==> config.mk <==
export PLATFORM = sky130hd
export DESIGN_NAME = seq_tx_gen
export DESIGN_NICKNAME = d
export VERILOG_FILES = /design/src/rtl/seq_tx_pkg.sv /design/src/rtl/tick_div.sv /design/src/rtl/seq_tx_gen.sv
export SDC_FILE = /design/constraint.sdc
export NUM_CORES = 1
export LEC_CHECK = 0
export ABC_AREA = 0
export CAP_MARGIN = 15
export CORE_ASPECT_RATIO = 1.75
export CORE_MARGIN = 4
export CORE_UTILIZATION = 25
export DETAILED_ROUTE_END_ITERATION = 16
export PLACE_DENSITY = 0.47
export SYNTH_ARGS = -nofsm -noshare
export SYNTH_HDL_FRONTEND = slang
export SYNTH_SLANG_ARGS = --single-unit
==> constraint.sdc <==
create_clock -name clk -period 2.81 [get_ports clk]
set_input_delay 0.281 -clock clk [delete_from_list [all_inputs] [get_ports clk]]
set_output_delay 0.281 -clock clk [all_outputs]
set_load 0.1 [all_outputs]
==> src/rtl/seq_tx_pkg.sv <==
// seq_tx_pkg: shared types and helpers for the serial test-pattern transmitter.
//   state_t    - transmitter FSM states
//   SEG_*      - active-low 7-segment codes, bit order {a,b,c,d,e,f,g}
//   seg_decode - digit 0..9 to segment code (blank for anything else)
package seq_tx_pkg;

    typedef enum logic [1:0] {
        IDLE = 2'd0,
        RUN  = 2'd1,
        DONE = 2'd2
    } state_t;

    localparam logic [6:0] SEG_0 = 7'b0000001;
    localparam logic [6:0] SEG_1 = 7'b1001111;
    localparam logic [6:0] SEG_2 = 7'b0010010;
    localparam logic [6:0] SEG_3 = 7'b0000110;
    localparam logic [6:0] SEG_4 = 7'b1001100;
    localparam logic [6:0] SEG_5 = 7'b0100100;
    localparam logic [6:0] SEG_6 = 7'b0100000;
    localparam logic [6:0] SEG_7 = 7'b0001111;
    localparam logic [6:0] SEG_8 = 7'b0000000;
    localparam logic [6:0] SEG_9 = 7'b0000100;
    localparam logic [6:0] SEG_BLANK = 7'b1111111;

    function automatic logic [6:0] seg_decode(input logic [3:0] v);
        case (v)
            4'd0:    seg_decode = SEG_0;
            4'd1:    seg_decode = SEG_1;
            4'd2:    seg_decode = SEG_2;
            4'd3:    seg_decode = SEG_3;
            4'd4:    seg_decode = SEG_4;
            4'd5:    seg_decode = SEG_5;
            4'd6:    seg_decode = SEG_6;
            4'd7:    seg_decode = SEG_7;
            4'd8:    seg_decode = SEG_8;
            4'd9:    seg_decode = SEG_9;
            default: seg_decode = SEG_BLANK;
        endcase
    endfunction

endpackage

==> src/rtl/tick_div.sv <==
// tick_div: free-running divider, counts 0..TICK_DIV-1 and wraps.
//   clk  - system clock
//   rst  - synchronous active-high reset, clears the counter
//   tick - one-cycle pulse while the counter sits at TICK_DIV-1
module tick_div #(
    parameter int TICK_DIV = 20000000
) (
    input  logic clk,
    input  logic rst,
    output logic tick
);

    localparam int CW = (TICK_DIV > 1) ? $clog2(TICK_DIV) : 1;

    logic [CW-1:0] cnt;

    assign tick = (cnt == CW'(TICK_DIV - 1));

    always_ff @(posedge clk) begin
        if (rst)       cnt <= '0;
        else if (tick) cnt <= '0;
        else           cnt <= cnt + 1'b1;
    end

endmodule

==> src/rtl/seq_tx_gen.sv <==
// seq_tx_gen: serial test-pattern transmitter feeding a sequence detector.
// Shifts a loadable pattern out MSB-first, one bit per slow tick.
//   clk, rst          - clock, synchronous active-high reset
//   pat_in, len_in    - pattern / length offered (len 0 or >PAT_W means PAT_W)
//   load_valid/ready  - load handshake, only accepted in IDLE
//   start             - level-sampled start request
//   x_out, bit_stb    - serial data and new-bit strobe
//   busy, done        - transmission active / end-of-sequence pulse
//   a..g              - active-low segments showing the bits-emitted count
//   blinkled          - toggles on every tick
// Optional: define SEQ_TX_LOOP_EN to repeat the pattern while start stays high.
module seq_tx_gen
    import seq_tx_pkg::*;
#(
    parameter int               PAT_W       = 8,
    parameter int               TICK_DIV    = 20000000,
    parameter logic [PAT_W-1:0] DEFAULT_PAT = PAT_W'(8'b0011_0000),
    parameter logic [3:0]       DEFAULT_LEN = 4'd4
) (
    input  logic             clk,
    input  logic             rst,
    input  logic [PAT_W-1:0] pat_in,
    input  logic [3:0]       len_in,
    input  logic             load_valid,
    output logic             load_ready,
    input  logic             start,
    output logic             x_out,
    output logic             bit_stb,
    output logic             busy,
    output logic             done,
    output logic             a,
    output logic             b,
    output logic             c,
    output logic             d,
    output logic             e,
    output logic             f,
    output logic             g,
    output logic             blinkled
);

    state_t state, state_n;

    logic             tick;
    logic [PAT_W-1:0] pat_q;
    logic [3:0]       len_q;
    logic [3:0]       idx;
    logic [3:0]       count;
    logic [6:0]       seg_q;
    logic [3:0]       eff_len;
    logic [PAT_W-1:0] pat_sh;
    logic             load_fire;
    logic             go_bit;
    logic             wrap;

    tick_div #(.TICK_DIV(TICK_DIV)) u_tick (
        .clk  (clk),
        .rst  (rst),
        .tick (tick)
    );

    assign load_ready = (state == IDLE);
    assign load_fire  = load_valid && load_ready;
    assign busy       = (state != IDLE);
    assign eff_len    = ((len_in == 4'd0) || (len_in > 4'(PAT_W))) ? 4'(PAT_W) : len_in;
    // Current bit lands in the MSB after shifting by the bit index.
    assign pat_sh     = pat_q << idx;

    assign {a, b, c, d, e, f, g} = seg_q;

    always_ff @(posedge clk) begin
        if (rst) state <= IDLE;
        else     state <= state_n;
    end

    always_comb begin
        state_n = state;
        go_bit  = 1'b0;
        wrap    = 1'b0;
        case (state)
            IDLE: if (start) state_n = RUN;
            RUN: begin
                if (tick) begin
                    if (idx < len_q) begin
                        go_bit = 1'b1;
                    end else begin
`ifdef SEQ_TX_LOOP_EN
                        // Loop back to bit 0 while start is still held.
                        if (start) wrap = 1'b1;
                        else       state_n = DONE;
`else
                        state_n = DONE;
`endif
                    end
                end
            end
            DONE:    state_n = IDLE;
            default: state_n = IDLE;
        endcase
    end

    always_ff @(posedge clk) begin
        if (rst) begin
            pat_q    <= DEFAULT_PAT;
            len_q    <= DEFAULT_LEN;
            idx      <= '0;
            count    <= '0;
            x_out    <= 1'b0;
            bit_stb  <= 1'b0;
            done     <= 1'b0;
            blinkled <= 1'b0;
            seg_q    <= SEG_0;
        end else begin
            bit_stb <= 1'b0;
            done    <= 1'b0;
            if (tick) blinkled <= ~blinkled;
            // A load coinciding with start is what gets transmitted.
            if (load_fire) begin
                pat_q <= pat_in;
                len_q <= eff_len;
            end
            case (state)
                IDLE: begin
                    x_out <= 1'b0;
                    if (start) begin
                        idx   <= '0;
                        count <= '0;
                    end
                end
                RUN: begin
                    if (go_bit) begin
                        x_out   <= pat_sh[PAT_W-1];
                        bit_stb <= 1'b1;
                        idx     <= idx + 4'd1;
                        count   <= idx + 4'd1;
                    end else if (wrap) begin
                        x_out   <= pat_q[PAT_W-1];
                        bit_stb <= 1'b1;
                        done    <= 1'b1;
                        idx     <= 4'd1;
                        count   <= 4'd1;
                    end else if (state_n == DONE) begin
                        // done is registered so it is high for the DONE cycle.
                        done <= 1'b1;
                    end
                end
                DONE:    x_out <= 1'b0;
                default: x_out <= 1'b0;
            endcase
            seg_q <= seg_decode(count);
        end
    end

endmodule

==> impl_metrics.py, run 1 <==
metrics = {
    "grt": {
        "grt.total_usage": 0.1104,
        "grt_pass1_wl_microns": 10590,
        "grt_max_degree": 24,
        "overflow": 0,
        "grt_pass1_vias": 2185,
        "antenna_found_initial": 0,
    },
    "timing": {
        "setup_violations": 0,
        "slew_viol_final": 0,
        "fin_setup_tns_ns": 0,
        "tightest_slew_ns": 0.4999,
        "period_minus_slack_ns": 2.235,
        "timing.clock.skew_ns": 0.008245,
        "grt_setup_unrepaired": "false",
        "max_slew_margin": 0.6655,
        "hold_violations": 0,
        "max_freq_mhz": 447.3,
        "fin_crit_sh": 0.7955,
    },
    "hold_path": {
        "holdCritStartpoint": "u_tick.cnt[0]",
        "whs_endpoint": "u_tick.cnt[0]",
        "whs_path_depth": 1,
        "worstHoldPathType": "reg2reg",
    },
    "setup_path": {
        "r2r_start": "u_tick.cnt[0]",
        "r2r_end": "count[1]",
        "critical_path_class": "reg2reg",
        "r2r_cells": 5,
        "crit_path_end_kind": "flop",
        "crit_arrival_ns": 2.46,
        "crit_fanout": 8,
        "crit_required_ns": 3.03,
        "rrSetupSlack_ns": 0.57,
        "start_kind": "flop",
    },
    "finish": {
        "final_core_util": 0.3081,
        "drive_above_1_share": 0.1284,
        "fin_area_sq_um": 3173,
        "nFillCells": 1102,
        "diodes": 0,
        "nets": 359,
        "areaGrowthSynthToFinish_pct": 20.08,
    },
    "clock_network": {
        "cts_buffers": 5,
        "clkSinkCount": 54,
        "cts-root-buf": "clkbuf_16",
        "max-clock-path-buffers": 2,
        "h-tree-depth": 2,
        "hold_buffers": 0,
        "ctsResizeCount": 0,
        "insertion_delay_ns": 0.30,
        "clkTransAtPathRegs_ns": 0.07,
        "tritoncts": "done",
        "cts_setup_buffers": 0,
    },
    "synth": {
        "synth_edf_count": 0,
        "synthSimpleGateAreaFrac": 0.2813,
        "synthXorXnorAreaFrac": 0.04309,
        "synthAdderAreaFrac": 0.04261,
        "synth_top_area_share": 0.4091,
        "synth_commonest_cells": "dfxtp_1 (54), nand2_1 (41), nor2_1 (27)",
        "synth-compound-area-share": 0.1435,
        "synth_top_family_by_area": "simple AND/OR/NAND/NOR gates",
        "ys_seq_elements": 54,
        "synth_top_flop_cell": "dfxtp_1",
        "ys_warn_count": 0,
        "synthCells": 310,
        "ys_types": 47,
        "netlist_area_sq_um": 2643,
        "yosysMostFrequentCell": "dfxtp_1",
        "syn_nets": 335,
        "yosysTopAreaCell": "dfxtp_1",
        "synth_seq_area_share": 0.4091,
        "synthTopCellsByArea": "dfxtp_1 (41%), nand2_1 (5.8%), a21oi_1 (4.7%)",
        "async_flop_share": 0,
        "synth.avg_cell_area_sq_um": 8.524,
        "synth_mux_area_frac": 0.03504,
    },
    "route": {
        "routed-via-count": 2208,
        "ant_nets": 0,
        "wl_microns": 6480,
        "first_pass_iters": 4,
        "drc": 0,
        "wire_per_inst_microns": 14.03,
        "drt_iter0_drc": 81,
        "vias_per_cell": 4.779,
    },
    "placement": {
        "dp_hpwl_microns": 4895,
        "io_buffer_count": 28,
        "place.gp.congestion": 0.7734,
        "placed_cell_area_sq_um": 3022,
    },
    "pwr": {
        "power_frac_clock": 0.411,
        "pwr-share-comb": 0.080,
        "power_leakage_nw": 1.077,
        "seqPwrFrac": 0.508,
        "switching_share": 0.2385,
        "power.total_mw": 1.556,
        "powerDensity_nw_per_um2": 490.2,
        "switchingPower_uw": 371.0,
        "peakVddDrop_mv": 0.2205,
        "intPower_mw": 1.185,
    },
    "die": {
        "dieWidth_microns": 85.72,
        "start_util": 0.2566,
        "io_pins": 29,
        "core_area_sq_um": 10300,
        "row_count": 49,
        "die-area_sq_um": 12340,
        "dieHeight_microns": 144.0,
    },
    "status": {
        "status": "completed",
    },
    "flow_run": {
        "maxCapViolations": 0,
    },
}
[logic make-up after synthesis]
group | count (synthesis)
muxes | 8
adders and majority gates | 9
and+or+nand+nor | 142
DFF | 54
xor gates and xnor gates | 13
buffers and inverters | 29
AOI/OAI and AO/OA | 55
[metal layers]
metal | global-route usage | vias to the layer above | share of wire
met5 | 0 | - | 0
met4 | 0.04254 | 0 | 0.017
met3 | 0.01938 | 7 | 0.020
met2 | 0.2221 | 18 | 0.59
met1 | 0.1087 | 1042 | 0.38
li1 | - | 1141 | -
[stage by stage]
step                setup slack, ns  std cells  hold WS, ns
detailed placement           0.5884        454       0.4441
CTS                          0.5764        462       0.4588
finish                       0.5745        462       0.4529
global route                 0.3756        462       0.4754
global placement             0.6308        454       0.4429
floorplan                    0.5618        310       0.4052
[registers in the layout, indices dropped and copies added (netlist names)]
| name | cells |
|---|---|
| state | 2 |
| done | 1 |
| len_q | 4 |
| seg_q | 7 |
| count | 4 |
| x_out | 1 |
| bit_stb | 1 |
| pat_q | 8 |
| u_tick.cnt | 25 |
| blinkled | 1 |
[cell type report]
type	instances	area [sq um]	area share
clock buffer	6	138.9	0.04377
sequential	54	1081	0.3407
inverter	12	45.04	0.01420
tap	127	158.9	0.05008
multi-input combinational	227	1444	0.4550
timing repair buffer	34	292.8	0.09227
clock inverter	2	12.51	0.003943
[critical path: stages (launching register included)]
cell       delay [ns]
dfxtp_1          0.36
ha_1             0.24
nand4_1          0.18
or4_1            0.74
a2111oi_4        0.41
mux2i_1          0.23
[placed cells by master, fill, tap and decap left out, types with 6 or more instances in the layout]
| cell | netlist | layout |
|---|---|---|
| inv_1 | 12 | 12 |
| buf_4 | 0 | 19 |
| nand3_1 | 9 | 9 |
| nand4_1 | 7 | 7 |
| ha_1 | 9 | 9 |
| o21ai_0 | 7 | 7 |
| xor2_1 | 6 | 6 |
| o31ai_1 | 6 | 6 |
| or4_1 | 6 | 6 |
| mux2i_1 | 7 | 7 |
| nand2b_1 | 7 | 7 |
| nor3_1 | 10 | 10 |
| xnor2_1 | 7 | 7 |
| a21oi_1 | 25 | 25 |
| dfxtp_1 | 54 | 54 |
| nor2_1 | 27 | 26 |
| nand2_1 | 41 | 41 |
| clkdlybuf4s50_1 | 0 | 15 |
[worst max-delay path by stage]
stage	start	end	slack [ns]	cells after the start
6_report	u_tick.cnt[0]	count[1]	0.57	5
5_1_grt	u_tick.cnt[0]	count[0]	0.38	5
2_1_floorplan	state[1]	busy	0.56	2
4_1_cts	u_tick.cnt[0]	count[1]	0.58	5
3_5_place_dp	u_tick.cnt[0]	count[1]	0.59	5
3_3_place_gp	u_tick.cnt[0]	count[3]	0.63	5
[power by group through the flow]
stage               sequential (mW)  clock [mW]  combinational, mW
floorplan                     0.806           0             0.0815
global placement              0.808           0              0.127
detailed placement            0.809           0              0.128
CTS                           0.791       0.666              0.128
global route                  0.793       0.695              0.138
finish                        0.791       0.640              0.125
Power figures use the tool's default switching activity.
==> inputs of run 2 (changes only) <==
- PLACE_DENSITY: 0.47 -> 0.48
- clock period: 2.81 -> 1.81 ns (I/O delays scaled with it)
==> impl_metrics.py, run 2 (synthesized netlist as in run 1, its figures left out) <==
metrics = {
    "status": {
        "status": "finished, violations left",
        "violations": "negative setup slack",
    },
    "clock_network": {
        "hold_buffers": 0,
        "max-clock-path-buffers": 2,
        "cts-root-buf": "clkbuf_16",
        "tritoncts": "done",
        "clkTransAtPathRegs_ns": 0.07,
        "cts_buffers": 5,
        "insertion_delay_ns": 0.29,
        "clkSinkCount": 54,
        "h-tree-depth": 2,
    },
    "finish": {
        "final_cell_mix": "buf_4 (47), dfxtp_1 (44), nand2_1 (41), nor2_1 (26), a21oi_1 (25)",
        "largest_register_ffs": 25,
        "final_core_util": 0.3479,
        "reg.largest.list": "u_tick.cnt x25, pat_q x8, seg_q x7",
        "drive_above_1_share": 0.2561,
        "diodes": 0,
        "nets": 392,
        "top_register": "u_tick.cnt",
        "final_common_cell": "buf_4",
        "areaGrowthSynthToFinish_pct": 35.61,
    },
    "setup_path": {
        "worstPathCellList": "ha_4 -> nand4_1 -> or4_4 -> buf_6 -> a2111oi_4 -> mux2i_1",
        "crit_path_end_kind": "flop",
        "crit_required_ns": 2.03,
        "crit_fanout": 8,
        "critical_path_class": "reg2reg",
        "crit_arrival_ns": 2.17,
        "start_kind": "flop",
        "path_delay_family": "simple AND/OR/NAND/NOR gates",
        "crit_slowest_cell": "or4_4",
        "rrSetupSlack_ns": -0.14,
        "path_buf_inv": 1,
        "cpPeakStageDelay_ns": 0.56,
    },
    "timing": {
        "period_minus_slack_ns": 1.946,
        "fin_crit_sh": 1.075,
        "fin_setup_tns_ns": -2.208,
        "tightest_slew_ns": 0.4577,
        "max_freq_mhz": 513.8,
        "slew_viol_final": 0,
        "timing.clock.skew_ns": 0.005790,
        "setup_violations": 29,
        "fin_ws_ns": -0.1361,
        "max_slew_margin": 0.6941,
        "hold_violations": 0,
        "grt_setup_unrepaired": "true",
    },
    "pwr": {
        "power.total_mw": 2.422,
        "intPower_mw": 1.830,
        "peakVddDrop_mv": 0.4340,
        "switchingPower_uw": 592.0,
        "power_frac_clock": 0.393,
        "power_leakage_nw": 1.285,
        "seqPwrFrac": 0.507,
        "powerDensity_nw_per_um2": 675.8,
        "pwr-share-comb": 0.099,
        "switching_share": 0.2444,
    },
    "grt": {
        "grt.total_usage": 0.1183,
        "grt_max_degree": 24,
        "grt_pass1_wl_microns": 11600,
        "overflow": 0,
        "antenna_found_initial": 0,
        "grt_pass1_vias": 2448,
    },
    "route": {
        "wl_microns": 6822,
        "dr_wl_met3_microns": 157,
        "wl_met1_microns": 2521,
        "topRoutingLayerUsed": "met4",
        "drc": 0,
        "vias_per_cell": 4.767,
        "wire_per_inst_microns": 13.81,
        "wl_met2_microns": 3965,
        "drt_iter0_drc": 86,
        "ant_nets": 0,
        "first_pass_iters": 4,
        "routed-via-count": 2355,
    },
    "flow_run": {
        "maxCapViolations": 0,
    },
    "die": {
        "row_count": 49,
        "dieWidth_microns": 85.72,
        "start_util": 0.2566,
        "dieHeight_microns": 144.0,
        "io_pins": 29,
        "die-area_sq_um": 12340,
        "core_area_sq_um": 10300,
    },
    "placement": {
        "dp_hpwl_microns": 5087,
        "pre_cts_ws_ns": -0.1589,
        "place.gp.congestion": 0.7640,
        "io_buffer_count": 28,
    },
    "hold_path": {
        "worstHoldPathType": "in2reg",
    },
}
## run 2: cell type report
| cell class | instances | area, sq um |
|---|---|---|
| fill | 1062 | 6716 |
| multi-input combinational | 227 | 1550 |
| sequential | 54 | 1096 |
| timing repair buffer | 67 | 594.3 |
| tap | 127 | 158.9 |
| clock buffer | 5 | 125.1 |
| inverter | 12 | 45.04 |
| clock inverter | 2 | 13.76 |
## run 2: worst min-delay path: cells and delay by family
family | cells | cell delay [ns]
AND/OR/NAND/NOR | 1 | 0.06
buffers and inverters | 1 | 0.39
AO/OA/AOI/OAI | 1 | 0.05
## run 2: path summary, 6_finish.rpt
kind,cells after the start,to,from
hold / removal,3,pat_q[0],pat_in[0]
hold reg to reg,2,pat_q[1],pat_q[1]
setup / recovery,6,count[2],u_tick.cnt[1]
setup reg to reg,6,count[2],u_tick.cnt[1]
## run 2: power groups by stage
| stage | sequential, mW | combinational, mW | clock, mW |
|---|---|---|---|
| 6_report | 1.23 | 0.240 | 0.953 |
| 3_3_place_gp | 1.26 | 0.236 | 0 |
| 3_5_place_dp | 1.26 | 0.237 | 0 |
| 4_1_cts | 1.23 | 0.238 | 1.01 |
| 5_1_grt | 1.23 | 0.263 | 1.04 |
| 2_1_floorplan | 1.25 | 0.133 | 0 |
## run 2: what timing repair did
action                     in CTS  in global routing
pin swaps                       7                  6
setup endpoints to repair      29                 31
gates resized for setup         5                  9
setup buffers                   6                  0
hold endpoints to repair        0                  0
## run 2: per-layer routing
metal	global-route usage	vias up
met2	0.2418	33
met1	0.1106	1103
met4	0.05671	0
met3	0.01767	12
met5	0	-
li1	-	1207
## run 2: metrics by stage
stage | hold WS (ns) | std cells | area, sq um
after floorplan | 0.3052 | 310 | 2741
after global placement | 0.4430 | 481 | 3339
after detailed placement | 0.4496 | 481 | 3339
after CTS | 0.4228 | 494 | 3545
after global routing | 0.4472 | 494 | 3583
final | 0.4312 | 494 | 3583
